===== src/rtl/ysyx_22040210_bpu_fixq.sv =====
// ysyx_22040210_bpu_fixq
// In-flight branch prediction tracking queue. Each prediction issued at IF is
// recorded in order. When the oldest branch resolves, its record is popped,
// compared against the real outcome, and the predictor fix bus, the BTB update
// and a mispredict redirect are driven, all registered.
//
// Ports
//   clk, rst          clock, synchronous active-high reset
//   flush             pipeline flush, empties the queue
//   enq_*             prediction record from IF (valid/ready handshake)
//   res_*             resolve of the oldest branch (valid/ready handshake)
//   bpu_fix*_o        PHT/BHR fix bus (registered, fixwe is a pulse)
//   btb_fix*_o        BTB update (registered, fixwe is a pulse)
//   prmiss_o          mispredict pulse, redirect_pc_o the correct fetch PC
//   count_o           occupied entries (combinational from pointers)
module ysyx_22040210_bpu_fixq #(
  parameter int unsigned DEPTH = 8,
  parameter int unsigned BHR_W = 8,
  parameter int unsigned AW    = 64
) (
  input  logic                     clk,
  input  logic                     rst,
  input  logic                     flush,
  input  logic                     enq_valid_i,
  output logic                     enq_ready_o,
  input  logic [AW-1:0]            enq_pc_i,
  input  logic [BHR_W-1:0]         enq_bhr_i,
  input  logic [1:0]               enq_pht_i,
  input  logic                     enq_taken_i,
  input  logic [AW-1:0]            enq_target_i,
  input  logic                     res_valid_i,
  output logic                     res_ready_o,
  input  logic                     res_isbr_i,
  input  logic                     res_taken_i,
  input  logic [AW-1:0]            res_target_i,
  input  logic [2:0]               res_jumpop_i,
  output logic                     bpu_fixwe_o,
  output logic [1:0]               bpu_fixpht_o,
  output logic [BHR_W-1:0]         bpu_fixbhr_o,
  output logic [AW-1:0]            bpu_fixpc_o,
  output logic                     btb_fixwe_o,
  output logic [AW-1:0]            bpu_fixjumpaddr_o,
  output logic [2:0]               btb_fixjumpop_o,
  output logic                     prmiss_o,
  output logic [AW-1:0]            redirect_pc_o,
  output logic [$clog2(DEPTH):0]   count_o
);

  localparam int unsigned PW = $clog2(DEPTH) + 1;
  localparam int unsigned IW = PW - 1;

  // Entry storage
  logic [AW-1:0]    pc_q     [DEPTH];
  logic [BHR_W-1:0] bhr_q    [DEPTH];
  logic [1:0]       pht_q    [DEPTH];
  logic             taken_q  [DEPTH];
  logic [AW-1:0]    target_q [DEPTH];

  // Pointers carry a wrap bit above the index
  logic [PW-1:0] rptr, wptr;
  logic          full, empty;
  logic          push, pop, clear;

  // Head entry evaluation
  logic [AW-1:0]    head_pc;
  logic [BHR_W-1:0] head_bhr;
  logic [1:0]       head_pht;
  logic             head_taken;
  logic [AW-1:0]    head_target;
  logic             dirmiss, tgtmiss, miss;
  logic [1:0]       new_pht;
  logic [BHR_W-1:0] new_bhr;
  logic             btb_we;
  logic [AW-1:0]    redirect_pc;

  assign full  = (rptr[PW-1] != wptr[PW-1]) && (rptr[IW-1:0] == wptr[IW-1:0]);
  assign empty = (rptr == wptr);

  assign enq_ready_o = !full;
  assign res_ready_o = !empty;
  assign count_o     = wptr - rptr;

  assign push  = enq_valid_i && !full;
  assign pop   = res_valid_i && !empty;
  // A mispredict makes every younger entry wrong-path, same as a flush
  assign clear = flush || (pop && miss);

  // Compare the oldest prediction against the resolved outcome
  always_comb begin
    head_pc     = pc_q[rptr[IW-1:0]];
    head_bhr    = bhr_q[rptr[IW-1:0]];
    head_pht    = pht_q[rptr[IW-1:0]];
    head_taken  = taken_q[rptr[IW-1:0]];
    head_target = target_q[rptr[IW-1:0]];

    dirmiss = (res_taken_i != head_taken);
    tgtmiss = res_taken_i && head_taken && (res_target_i != head_target);
    miss    = dirmiss || tgtmiss;

    new_pht = head_pht;
    if (res_taken_i) begin
      if (head_pht != 2'd3) new_pht = head_pht + 2'd1;
    end else begin
      if (head_pht != 2'd0) new_pht = head_pht - 2'd1;
    end

    new_bhr     = {head_bhr[BHR_W-2:0], res_taken_i};
    btb_we      = res_taken_i && (!head_taken || tgtmiss);
    redirect_pc = res_taken_i ? res_target_i : head_pc + AW'(4);
  end

  // Record storage, written only when the record survives this edge
  always_ff @(posedge clk) begin
    if (push && !clear && !rst) begin
      pc_q[wptr[IW-1:0]]     <= enq_pc_i;
      bhr_q[wptr[IW-1:0]]    <= enq_bhr_i;
      pht_q[wptr[IW-1:0]]    <= enq_pht_i;
      taken_q[wptr[IW-1:0]]  <= enq_taken_i;
      target_q[wptr[IW-1:0]] <= enq_target_i;
    end
  end

  // Pointers
  always_ff @(posedge clk) begin
    if (rst || clear) begin
      rptr <= '0;
      wptr <= '0;
    end else begin
      if (push) wptr <= wptr + PW'(1);
      if (pop)  rptr <= rptr + PW'(1);
    end
  end

  // Registered fix / redirect outputs; strobes pulse, data holds
  always_ff @(posedge clk) begin
    if (rst) begin
      bpu_fixwe_o       <= 1'b0;
      bpu_fixpht_o      <= '0;
      bpu_fixbhr_o      <= '0;
      bpu_fixpc_o       <= '0;
      btb_fixwe_o       <= 1'b0;
      bpu_fixjumpaddr_o <= '0;
      btb_fixjumpop_o   <= '0;
      prmiss_o          <= 1'b0;
      redirect_pc_o     <= '0;
    end else begin
      bpu_fixwe_o <= 1'b0;
      btb_fixwe_o <= 1'b0;
      prmiss_o    <= 1'b0;
      if (pop) begin
        bpu_fixwe_o       <= res_isbr_i;
        bpu_fixpht_o      <= new_pht;
        bpu_fixbhr_o      <= new_bhr;
        bpu_fixpc_o       <= head_pc;
        btb_fixwe_o       <= btb_we;
        bpu_fixjumpaddr_o <= res_target_i;
        btb_fixjumpop_o   <= res_jumpop_i;
        prmiss_o          <= miss;
        redirect_pc_o     <= redirect_pc;
      end
    end
  end

endmodule


===== config.mk =====
export PLATFORM = sky130hd
export DESIGN_NAME = ysyx_22040210_bpu_fixq
export DESIGN_NICKNAME = d
export VERILOG_FILES = /design/src/rtl/ysyx_22040210_bpu_fixq.sv
export SDC_FILE = /design/constraint.sdc
export NUM_CORES = 1
export LEC_CHECK = 0
export CELL_PAD_IN_SITES_DETAIL_PLACEMENT = 1
export CELL_PAD_IN_SITES_GLOBAL_PLACEMENT = 1
export CORE_MARGIN = 1.5
export CORE_UTILIZATION = 50
export CTS_CLUSTER_SIZE = 25
export DETAILED_ROUTE_END_ITERATION = 8
export PLACE_DENSITY_LB_ADDON = 0.1
export SETUP_SLACK_MARGIN = 0.4
export SLEW_MARGIN = 20
export SYNTH_ARGS = -nofsm -noshare
export SYNTH_HDL_FRONTEND = slang
export SYNTH_SLANG_ARGS = --single-unit
export TNS_END_PERCENT = 10

===== constraint.sdc =====
create_clock -name clk -period 25.5 [get_ports clk]
set_input_delay 3.825 -clock clk [delete_from_list [all_inputs] [get_ports clk]]
set_output_delay 3.825 -clock clk [all_outputs]
set_load 0.01 [all_outputs]

==> results.sh <==
export IMPL_final_hold_viol_count=0
export IMPL_critPathCaptureType="flip-flop"
export IMPL_die_h_um=325.3
export IMPL_ctsHoldBuffers=0
export IMPL_hp_start="bpu_fixjumpaddr_o[50]"
export IMPL_fillers=9189
export IMPL_worstPathRequired_ps=25870
export IMPL_rrSetupSlack_ps=17200
export IMPL_slew_headroom_pct=19.81
export IMPL_p_leak_nw=20.00
export IMPL_numClockSinks=1323
export IMPL_pin_count=427
export IMPL_status="completed"
export IMPL_reg2regPathDepth=12
export IMPL_start_util_pct=50.34
export IMPL_drt_iter0_drc=2630
export IMPL_synth_seq_cells=1323
export IMPL_ff_latch_area_mm2=0.03755
export IMPL_port_buffer_count=425
export IMPL_grt_use_total_pct=29.41
export IMPL_drive_gt1_share_pct=14.27
export IMPL_fmax_mhz=109.8
export IMPL_clkTransAtPathRegs_ps=50
export IMPL_report_final_slew_viol_count=0
export IMPL_arrival_ps=9470
export IMPL_grt_max_degree=129
export IMPL_cts_path_max_buffers=3
export IMPL_synth_edf_count=1104
export IMPL_dp_hpwl_um=100400
export IMPL_path_class="primary input to flip-flop"
export IMPL_period_needed_ps=9104
export IMPL_cts_tree="built"
export IMPL_finalCritPeriodShare_pct=35.70
export IMPL_synth_avg_cell_area_um2=17.46
export IMPL_reg2reg_to="pc_q[5][51]"
export IMPL_multiInputGateArea_mm2=0.01348
export IMPL_grt_overflow=0
export IMPL_wl_per_cell_um=31.53
export IMPL_grt_setup_unrepaired="no"
export IMPL_tns_ps=0
export IMPL_async_flop_share_pct=0
export IMPL_cpMostUsedCell="buf_4"
export IMPL_synthCells=2975
export IMPL_hp_class="flip-flop to flip-flop"
export IMPL_die_area_mm2=0.1058
export IMPL_drc=0
export IMPL_slowest_delay_ps=840
export IMPL_totalWireLength_um=155700
export IMPL_clock_skew_ps=32.16
export IMPL_rows=118
export IMPL_drv_cap=0
export IMPL_path_max_fanout=46
export IMPL_fin_nets=3653
export IMPL_antenna_found_initial=28
export IMPL_critPathLaunchType="primary input"
export IMPL_die_w_um=325.3
export IMPL_cts_made_buffers=139
export IMPL_vias=29780
export IMPL_cts_resized=0
export IMPL_routed_via_density=6.032
export IMPL_postCtsSetupRepairBufs=0
export IMPL_insertion_delay_ps=750
export IMPL_setup_viol=0
export IMPL_seq_area_frac_synth_pct=72.26
export IMPL_crit_chain="clkdlybuf4s50_1 > and3b_1 > nor4b_1 > nand4_1 > nor4_4 > nand4b_4 > a211oi_4 > buf_4 > buf_4"
export IMPL_cts_htree_levels=4
export IMPL_holdPathEnd="bpu_fixjumpaddr_o[50]"
export IMPL_cp_num_buf_inv=3
export IMPL_whs_path_depth=2
export IMPL_power_density_mw_per_mm2=74.41
export IMPL_ant_nets=0
export IMPL_grt_pass1_wl_um=222300
export IMPL_critPathTopFamily="simple AND/OR/NAND/NOR gates"
export IMPL_cpMaxStageDelayCell="nor4b_1"
export IMPL_syn_area_mm2=0.05195
export IMPL_power_mw=4.622
export IMPL_synth_flop_cell="edfxtp_1"
export IMPL_place_gp_congestion=0.8651
export IMPL_grt_pass1_vias=30770
export IMPL_yosysWarnings=0
export IMPL_syn_nets=3196
export IMPL_area_growth_pct=19.57
export IMPL_whs_ps=457.1
export IMPL_synth_distinct_cells=66
export IMPL_drt_pass1_iterations=5
export IMPL_worst_slew_pin_slew_ps=1203
export IMPL_ir_drop_mv=0.05999
export IMPL_clock_tree_root_cell="clkbuf_16"
export IMPL_core_mm2=0.1032
cells in the mapped netlist, drive strengths merged, types with 46 or more instances:
| cell | count | area (µm²) |
|---|---|---|
| edfxtp | 1104 | 33150 |
| mux4 | 230 | 5263 |
| nand2 | 225 | 844.6 |
| dfxtp | 219 | 4384 |
| mux2i | 201 | 2012 |
| a21oi | 135 | 675.7 |
| nor2 | 125 | 469.2 |
| clkbuf | 94 | 352.8 |
| a211oi | 91 | 683.2 |
| buf | 81 | 630.6 |
| xnor2 | 65 | 569.3 |
| xor2 | 46 | 402.9 |
layout by cell type (no fill, tap or decap), types with 22 or more instances in the layout:
cell / count
nand3_1: 29
clkbuf_16: 146
dfxtp_1: 216
xor2_1: 46
and3_1: 36
nand2_1: 224
nand3b_1: 23
clkdlybuf4s50_1: 423
buf_4: 63
nor2_1: 123
clkbuf_1: 43
a21oi_1: 133
nor3_1: 22
a22oi_1: 40
mux4_2: 208
edfxtp_1: 1104
a211oi_1: 90
mux2i_1: 201
xnor2_1: 65
o21ai_0: 31
mux4_1: 22
per-layer routing:
layer / GRT usage (%) / vias up / share of wire (%) / wire length, µm
li1: - / 12720 / - / -
met1: 40.04 / 15670 / 41 / 63780
met2: 46.69 / 1135 / 48 / 75060
met3: 6.372 / 238 / 7.4 / 11590
met4: 11.14 / 20 / 3.3 / 5121
met5: 0 / - / 0.087 / 135
flip-flops by register name, summed over array words and instances, names as in the netlist, 4 cells and up, named ones only:
signal and flops:
bhr_q 56, bpu_fixbhr_o 8, bpu_fixjumpaddr_o 64, bpu_fixpc_o 64
pc_q 512, pht_q 16, redirect_pc_o 64, rptr 4
taken_q 8, target_q 512, wptr 4
area by class of cell:
class                   count  area share, %
repair buffers            491          7.705
diodes                     11        0.04431
inverters                  10        0.06848
flip-flops and latches   1323          60.45
multi-input cells        1467          21.71
well taps                1380          2.780
clock buffers             209          6.585
clock inverters            46         0.6647
worst max-delay path by stage:
| stage | cells past startpoint | end | startpoint |
|---|---|---|---|
| finish | 9 | pc_q[5][51] | res_target_i[61] |
| global route | 9 | pc_q[5][8] | res_target_i[61] |
| CTS | 9 | pc_q[5][51] | res_target_i[61] |
| detailed placement | 9 | pc_q[5][17] | res_target_i[61] |
| global placement | 9 | pc_q[7][11] | res_target_i[61] |
| floorplan | 6 | bhr_q[2][0] | res_target_i[61] |
report_power, final:
group / switching, mW / internal (mW) / total, mW
Sequential: 0.0192 / 2.37 / 2.39
Combinational: 0.141 / 0.104 / 0.246
Clock: 0.821 / 1.17 / 1.99
stage by stage:
step / util [%] / instance area (µm²) / cells / setup slack, ps
floorplan: - / 51950 / 2975 / 4662
global placement: 55.80 / 57580 / 4670 / 15780
detailed placement: 55.80 / 57580 / 4670 / 15830
CTS: 60.16 / 62080 / 4925 / 16590
global route: 60.19 / 62110 / 4935 / 16420
finish: 60.19 / 62120 / 4937 / 16400
worst register-to-register path, delay by kind of cell, from the launching register on:
kind	cells	cell delay, ps
AND/OR/NAND/NOR	5	2810
flip-flops	1	590
AO/OA/AOI/OAI	3	1270
buffers and inverters	4	3250
logic make-up (layout without fill, tap and decap cells):
family	Yosys count	count (layout)	share of synthesized area [%]
AND/OR/NAND/NOR	547	547	5.089
AO/OA/AOI/OAI	367	367	4.543
buffers and inverters	185	756	1.965
other	0	11	0
multiplexers	434	434	14.07
XOR/XNOR	111	111	1.871
flip-flops	1323	1323	72.26
adder cells (fa/ha/maj)	8	8	0.2071
Power figures use the tool's default switching activity.
